===== config.mk =====
export PLATFORM = sky130hd
export DESIGN_NAME = dbio_mailbox_ram
export DESIGN_NICKNAME = d
export VERILOG_FILES = /design/src/rtl/dbio_mailbox_ram_pkg.sv /design/src/rtl/dbio_mailbox_ram_byte_mask.sv /design/src/rtl/dbio_mailbox_ram.sv
export SDC_FILE = /design/constraint.sdc
export NUM_CORES = 2
export LEC_CHECK = 0
export BUFFER_PORTS_ARGS = -buffer_cell sky130_fd_sc_hd__buf_2
export CORE_ASPECT_RATIO = 2
export CORE_MARGIN = 3
export CORE_UTILIZATION = 50
export DETAILED_ROUTE_END_ITERATION = 10
export PLACE_DENSITY = 0.71
export SETUP_SLACK_MARGIN = 0.2
export SYNTH_ARGS = -nofsm -noshare
export SYNTH_HDL_FRONTEND = slang
export SYNTH_SLANG_ARGS = --single-unit

===== constraint.sdc =====
create_clock -name AClkH -period 4.9 [get_ports AClkH]
set_clock_uncertainty 0.15 [all_clocks]
set_input_delay 0.49 -clock AClkH [delete_from_list [all_inputs] [get_ports AClkH]]
set_output_delay 0.49 -clock AClkH [all_outputs]
set_load 0.005 [all_outputs]

===== src/rtl/dbio_mailbox_ram_pkg.sv =====
`default_nettype none
// +----------------------------------------------------------------------+
// | Module   : dbio_mailbox_ram_pkg                                       |
// | Function : Shared Dbio constants, mailbox mode encoding and helpers   |
// | Revision : 1.0 - initial release                                      |
// +----------------------------------------------------------------------+
package dbio_mailbox_ram_pkg;

   // Mailbox stream mode.
   typedef enum logic [1:0] {
      MODE_IDLE = 2'd0,
      MODE_WR   = 2'd1,
      MODE_RD   = 2'd2
   } mode_t;

   // Bytes in one Dbio word.
   localparam logic [3:0] DBIO_WORD_BYTES = 4'd8;

   // Default Dbio word base addresses of the targets behind the bridge.
   localparam logic [11:0] DBIO_BASE_MAILBOX = 12'h100;
   localparam logic [11:0] DBIO_BASE_ADC_LOG = 12'h700;

   // XOR of the bytes of a word selected by a byte mask.
   function automatic logic [7:0] masked_xor(input logic [63:0] word,
                                             input logic [7:0]  mask);
      logic [7:0] acc;
      acc = '0;
      for (int b = 0; b < 8; b++) begin
         if (mask[b]) acc = acc ^ word[8*b +: 8];
      end
      return acc;
   endfunction

endpackage
`default_nettype wire


===== src/rtl/dbio_mailbox_ram_byte_mask.sv =====
`default_nettype none
// +----------------------------------------------------------------------+
// | Module   : dbio_byte_mask                                             |
// | Function : Byte-count to byte-mask decoder with range classification  |
// | Revision : 1.0 - initial release                                      |
// +----------------------------------------------------------------------+
module dbio_byte_mask
   import dbio_mailbox_ram_pkg::*;
(
   input  logic [3:0] idx,
   output logic [7:0] mask,
   output logic       full,
   output logic       partial
);

   // Thermometer-decode the byte count; counts beyond a word select nothing.
   always_comb begin
      full    = (idx == DBIO_WORD_BYTES);
      partial = (idx != 4'd0) && (idx < DBIO_WORD_BYTES);
      mask    = '0;
      for (int b = 0; b < 8; b++) begin
         mask[b] = (idx <= DBIO_WORD_BYTES) && (4'(b) < idx);
      end
   end

endmodule
`default_nettype wire


===== src/rtl/dbio_mailbox_ram.sv =====
`default_nettype none
// +----------------------------------------------------------------------+
// | Module   : dbio_mailbox_ram                                           |
// | Function : Debugger-visible 64-bit word RAM on the Dbio bridge port,  |
// |            with a core-side read/write port and commit notification.  |
// | Revision : 1.0 - initial release                                      |
// +----------------------------------------------------------------------+
module dbio_mailbox_ram
   import dbio_mailbox_ram_pkg::*;
#(
   parameter int unsigned CAddrLen = 3,
   parameter logic [11:0] CBase    = DBIO_BASE_MAILBOX,
   parameter bit          CSbEcho  = 1'b0
) (
   input  logic                AClkH,
   input  logic                AResetHN,
   input  logic                AClkHEn,
   input  logic [11:0]         ADbioAddr,
   input  logic [63:0]         ADbioMosi,
   input  logic [3:0]          ADbioMosiIdx,
   input  logic [3:0]          ADbioMisoIdx,
   input  logic                ADbioMosi1st,
   input  logic                ADbioMiso1st,
   input  logic                ADbioDataLenNZ,
   output logic [63:0]         ADbioMiso,
   output logic                ADbioIdxReset,
   output logic [7:0]          ADbioSbData,
   output logic                ADbioSbNow,
   output logic                ADbioSbActive,
   input  logic [CAddrLen-1:0] AExtAddr,
   output logic [63:0]         AExtData,
   input  logic                AExtWrEn,
   input  logic [CAddrLen-1:0] AExtWrAddr,
   input  logic [63:0]         AExtWrData,
   output logic                AWrStrobe,
   output logic [CAddrLen-1:0] AWrAddr,
   output logic [7:0]          AWrMask
);

   localparam int unsigned CDepth = 1 << CAddrLen;

   mode_t               mode, mode_nxt;
   logic [CAddrLen-1:0] ptr, ptr_nxt;
   logic [CAddrLen-1:0] rd_cnt, rd_cnt_nxt;
   logic [CAddrLen-1:0] rd_addr;
   logic [7:0]          fxor, fxor_nxt;
   logic [63:0]         ram [CDepth];
   logic                hit;
   logic [7:0]          mosi_mask;
   logic                mosi_full, mosi_partial;
   logic                commit;
   logic                idx_rst, idx_rst_q;
   logic                stream_end;

   dbio_byte_mask u_mosi_mask (
      .idx     (ADbioMosiIdx),
      .mask    (mosi_mask),
      .full    (mosi_full),
      .partial (mosi_partial)
   );

   // Stream mode register with the write pointer, read counter and checksum.
   always_ff @(posedge AClkH or negedge AResetHN) begin
      if (!AResetHN) begin
         mode      <= MODE_IDLE;
         ptr       <= '0;
         rd_cnt    <= '0;
         fxor      <= '0;
         idx_rst_q <= 1'b0;
      end else if (AClkHEn) begin
         mode      <= mode_nxt;
         ptr       <= ptr_nxt;
         rd_cnt    <= rd_cnt_nxt;
         fxor      <= fxor_nxt;
         idx_rst_q <= idx_rst;
      end
   end

   // Next mode, commit decisions and bridge index reset.
   always_comb begin
      hit        = (ADbioAddr[11:CAddrLen] == CBase[11:CAddrLen]);
      mode_nxt   = mode;
      ptr_nxt    = ptr;
      rd_cnt_nxt = rd_cnt;
      fxor_nxt   = fxor;
      commit     = 1'b0;
      idx_rst    = 1'b0;
      stream_end = 1'b0;
      if (ADbioMosi1st || ADbioMiso1st) begin
         // Any start pulse restarts; a pending partial word is simply dropped.
         if (hit && ADbioMosi1st) begin
            mode_nxt = MODE_WR;
            ptr_nxt  = ADbioAddr[CAddrLen-1:0];
            fxor_nxt = '0;
         end else if (hit && ADbioMiso1st) begin
            mode_nxt   = MODE_RD;
            ptr_nxt    = ADbioAddr[CAddrLen-1:0];
            rd_cnt_nxt = '0;
         end else begin
            mode_nxt = MODE_IDLE;
         end
      end else begin
         case (mode)
            MODE_WR: begin
               // idx_rst_q keeps the index reset from firing on back-to-back cycles.
               if (mosi_full && !idx_rst_q) begin
                  commit  = 1'b1;
                  idx_rst = 1'b1;
                  ptr_nxt = ptr + CAddrLen'(1);
               end else if (mosi_partial && !ADbioDataLenNZ) begin
                  commit = 1'b1;
               end
               if (commit) fxor_nxt = fxor ^ masked_xor(ADbioMosi, mosi_mask);
               if (!ADbioDataLenNZ) begin
                  stream_end = 1'b1;
                  mode_nxt   = MODE_IDLE;
               end
            end
            MODE_RD: begin
               if ((ADbioMisoIdx == DBIO_WORD_BYTES) && !idx_rst_q) begin
                  idx_rst    = 1'b1;
                  rd_cnt_nxt = rd_cnt + CAddrLen'(1);
               end
               if (!ADbioDataLenNZ && (ADbioMisoIdx != DBIO_WORD_BYTES)) begin
                  mode_nxt = MODE_IDLE;
               end
            end
            default: ;
         endcase
      end
   end

   assign ADbioIdxReset = idx_rst & AClkHEn;

   // Read word: the start cycle serves the addressed word, later cycles look
   // one word ahead whenever the bridge is about to reload.
   always_comb begin
      rd_addr   = ptr + rd_cnt + CAddrLen'(idx_rst);
      ADbioMiso = '0;
      if (ADbioMiso1st) begin
         if (hit) ADbioMiso = ram[ADbioAddr[CAddrLen-1:0]];
      end else if (mode == MODE_RD) begin
         ADbioMiso = ram[rd_addr];
      end
   end

   // Side-band checksum pulse and registered commit notification.
   always_ff @(posedge AClkH or negedge AResetHN) begin
      if (!AResetHN) begin
         ADbioSbNow  <= 1'b0;
         ADbioSbData <= '0;
         AWrStrobe   <= 1'b0;
         AWrAddr     <= '0;
         AWrMask     <= '0;
      end else if (AClkHEn) begin
         ADbioSbNow <= CSbEcho && stream_end;
         if (CSbEcho && stream_end) ADbioSbData <= fxor_nxt;
         AWrStrobe <= commit;
         if (commit) begin
            AWrAddr <= ptr;
            AWrMask <= mosi_mask;
         end
      end
   end

   assign ADbioSbActive = CSbEcho && ((mode == MODE_WR) || ADbioSbNow);

   // RAM byte lanes: a Dbio commit owns its masked bytes, the core the rest.
   always_ff @(posedge AClkH or negedge AResetHN) begin
      if (!AResetHN) begin
         for (int w = 0; w < CDepth; w++) ram[w] <= '0;
      end else if (AClkHEn) begin
         for (int w = 0; w < CDepth; w++) begin
            for (int b = 0; b < 8; b++) begin
               if (commit && (ptr == CAddrLen'(w)) && mosi_mask[b]) begin
                  ram[w][8*b +: 8] <= ADbioMosi[8*b +: 8];
               end else if (AExtWrEn && (AExtWrAddr == CAddrLen'(w))) begin
                  ram[w][8*b +: 8] <= AExtWrData[8*b +: 8];
               end
            end
         end
      end
   end

   assign AExtData = ram[AExtAddr];

endmodule
`default_nettype wire


==> impl_metrics.yaml <==
sta:
  min_period_ns: 4.914
  finalMaxSlewViolations: 9
  fmax_mhz: 203.5
  post-route-period-util_pct: 100.3
  worst_slack_ns: -0.01367
  hold_viol: 0
  setup_viol: 1
  grt_setup_unrepaired: "true"
  hold_slack_ns: 0.002953
  relSlewSlack_pct: -0.6910
  worst_slew_pin_slew_ns: 1.503
setup_path:
  critPathLaunchType: "flop"
  worstPathArrival_ns: 4.27
  crit_type: "flop to output port"
  path_max_fanout: 11
  required_ns: 4.26
  critPathCaptureType: "output port"
pwr:
  p_seq_share_pct: 43.5
  p_per_area_nw_per_um2: 342.4
  finalPower_uw: 14850
  comb_power_share_pct: 28.8
  ir_drop_uv: 286.5
  leakage_uw: 0.01741
  p_sw_share_pct: 31.54
  clockPowerShare_pct: 27.7
  p_sw_uw: 4685
  p_int_uw: 10170
global_route:
  grt_busiest_layer: "met2"
  antenna_found_initial: 20
  grt.total_usage_pct: 39.18
  grt_pass1_wl_um: 236800
  grt.met1_usage_pct: 45.48
  gr-usage-met3_pct: 12.15
  grt_max_degree: 129
  overflow: 0
  grt_pass1_vias: 36649
  met2_usage_pct: 60.26
die:
  die_y_um: 396.0
  die_area_sq_um: 79600
  core_sq_um: 75150
  initial_core_util_pct: 50.60
  std_cell_rows: 142
  die_w_um: 201.0
  pin_count: 312
cells_and_area:
  nets: 3701
  final_layout_size_suffix_gt1_share_pct: 35.74
  utilization_pct: 57.72
  design_area_sq_um: 43380
  area_growth_pct: 14.08
clock_network:
  cts_root_buffer: "clkbuf_16"
  clkTransAtPathRegs_ns: 0.08
  insertion_delay_ns: 0.62
  clock_sinks: 533
  cts_htree_levels: 2
  clockBufferDepth: 3
  cts_buffers: 49
  cts_tree: "yes"
outcome:
  status: "complete, but fails checks"
  violations: "max-capacitance violations, max-slew violations, negative setup slack"
synthesis:
  ys_types: 67
  syn-cell-area_sq_um: 38030
  yosys_warnings: 8
  yosys.area.top_type: "dfrtp_1"
  ys_seq_area_share_pct: 35.07
  synth_top_area_share_pct: 35.07
  synth_edf_count: 0
  ys_async_sr_fraction_pct: 100.0
  syn_avg_cell_area_sq_um: 11.34
  synth_seq_cells: 533
  synth-main-ff-cell: "dfrtp_1"
  synth_cells: 3355
  synth_area_leaders: "dfrtp_1, mux4_2, a221o_1"
detailed_routing:
  drc: 0
  wire_per_inst_um: 35.20
  viasPerCell: 7.960
  num_vias: 36457
  drtPass1Iterations: 6
  ant_nets: 0
  wirelength_um: 161200
  first_iter_violations: 5190
place:
  placed_area_sq_um: 40770
  port_buffers: 301
  hpwl_um: 100900
  gp_congestion: 0.9401
flow_run:
  maxCapViolCount: 1
min_path:
  hp-class: "input pin to flop"
## critical path: stages, from the launching register on
cell       delay [ns]
dfrtp_1          0.39
buf_6            0.12
ha_4             0.15
nand3_4          0.08
a2111oi_4        0.37
buf_4            0.18
fa_4             0.23
inv_2            0.04
fa_4             0.77
buf_12           0.12
buf_12           0.14
buf_16           0.16
mux4_2           0.19
mux2i_1          0.06
o22ai_1          0.43
buf_2            0.22
## layout by cell type, fill, tap and decap left out, types with 13 or more instances in the layout
master	netlist	final
nor3_1	226	223
mux2i_1	182	178
nand2_1	334	334
a211o_1	13	13
a31o_2	24	24
mux4_2	384	384
buf_16	0	14
a2bb2oi_1	18	17
clkbuf_16	0	54
inv_1	37	33
o221ai_1	16	16
and2_1	47	47
dlygate4sd3_1	0	17
a221o_1	224	224
nand3_1	231	230
dfrtp_1	533	533
o21ai_0	39	39
nor2_1	110	103
o221a_2	192	192
mux2_2	74	74
a21oi_1	69	69
a31oi_1	18	18
buf_4	16	122
buf_12	0	20
o22ai_1	67	54
buf_2	80	291
a22o_1	49	48
## timing repair
action | CTS | global route
pin swaps | 11 | 17
hold endpoints to repair | 110 | 0
setup endpoints to repair | 64 | 64
setup buffers | 14 | 3
hold buffers | 17 | 0
gates cloned | 10 | 5
resized for setup | 36 | 12
## Yosys cell counts (5+ instances only)
| master | n |
|---|---|
| o221a_2 | 192 |
| a21o_1 | 5 |
| mux2i_1 | 182 |
| o21ai_0 | 39 |
| nor2_1 | 110 |
| nand2_1 | 334 |
| clkbuf_1 | 210 |
| dfrtp_1 | 533 |
| mux4_2 | 384 |
| inv_1 | 37 |
| a31o_2 | 24 |
| a221o_1 | 224 |
| buf_4 | 16 |
| ha_1 | 9 |
| a21boi_1 | 6 |
| o221ai_1 | 16 |
| nand3_1 | 231 |
| nor3_1 | 226 |
| a31oi_1 | 18 |
| a21oi_1 | 69 |
| a2bb2oi_1 | 18 |
| o22ai_1 | 67 |
| a22o_1 | 49 |
| nand4_1 | 12 |
| buf_1 | 53 |
| o2bb2ai_1 | 5 |
| buf_2 | 80 |
| mux2_2 | 74 |
| and2_1 | 47 |
| nand2b_1 | 6 |
| a211o_1 | 13 |
## flip-flops by register name, indices dropped and copies added (netlist names)
signal,cells
ptr,3
AWrMask,8
AWrStrobe,1
mode,2
idx_rst_q,1
ram,512
AWrAddr,3
rd_cnt,3
## routing by layer
layer	share of wire, %	vias to the layer above
met4	9.7	24
met2	45	3436
met3	13	1094
li1	-	13968
met1	32	17935
met5	0.097	-
## metrics by stage
step / cells / setup WS [ns] / setup TNS [ns]
after global placement: 4437 / 0.1963 / 0
after detailed placement: 4437 / 0.1827 / 0
final: 4580 / -0.01367 / -0.01367
after global routing: 4577 / -0.1172 / -2.171
after floorplan: 3364 / 0.4801 / 0
after CTS: 4567 / 0.05097 / 0
## power by group through the flow
stage	registers [uW]	clock network (uW)	logic [uW]
2_1_floorplan	6000	0	3220
3_3_place_gp	6380	0	4050
3_5_place_dp	6440	0	4140
4_1_cts	6370	4100	4230
5_1_grt	6520	4260	4540
6_report	6460	4110	4280
## worst paths after layout
kind	from	endpoint	cells after the start	slack (ns)
worst max-delay path	mode[0]	ADbioMiso[63]	15	-0.01
worst min-delay path	AExtWrData[20]	ram[276]	2	0.003
worst max register to register	mode[0]	ram[502]	8	1.11
worst min register to register	AWrMask[0]	AWrMask[0]	1	0.32
max in group asynchronous	AResetHN	AWrStrobe	3	2.85
min in group asynchronous	AResetHN	ram[228]	2	0.40
## cells by family (layout without fill, tap and decap cells)
family	Yosys count	after routing	synth area share (%)
compound gates	763	763	17.94
xor+xnor	3	3	0.08885
fa+ha+maj	11	11	0.4014
buf+inv	399	602	4.419
flops	533	533	35.07
mux	640	640	29.72
other cells	1	15	0.009861
simple gates	1005	1005	12.35
## area by class of cell
| type | instances | area (sq um) |
|---|---|---|
| Tap cell | 1008 | 1261 |
| Inverter | 37 | 138.9 |
| Antenna cell | 5 | 12.51 |
| Multi-Input combinational cell | 2432 | 23470 |
| Fill cell | 6275 | 31770 |
| Timing Repair Buffer | 476 | 3543 |
| Clock inverter | 21 | 254.0 |
| Sequential cell | 533 | 13340 |
| Clock buffer | 68 | 1368 |
Power figures use the tool's default switching activity.
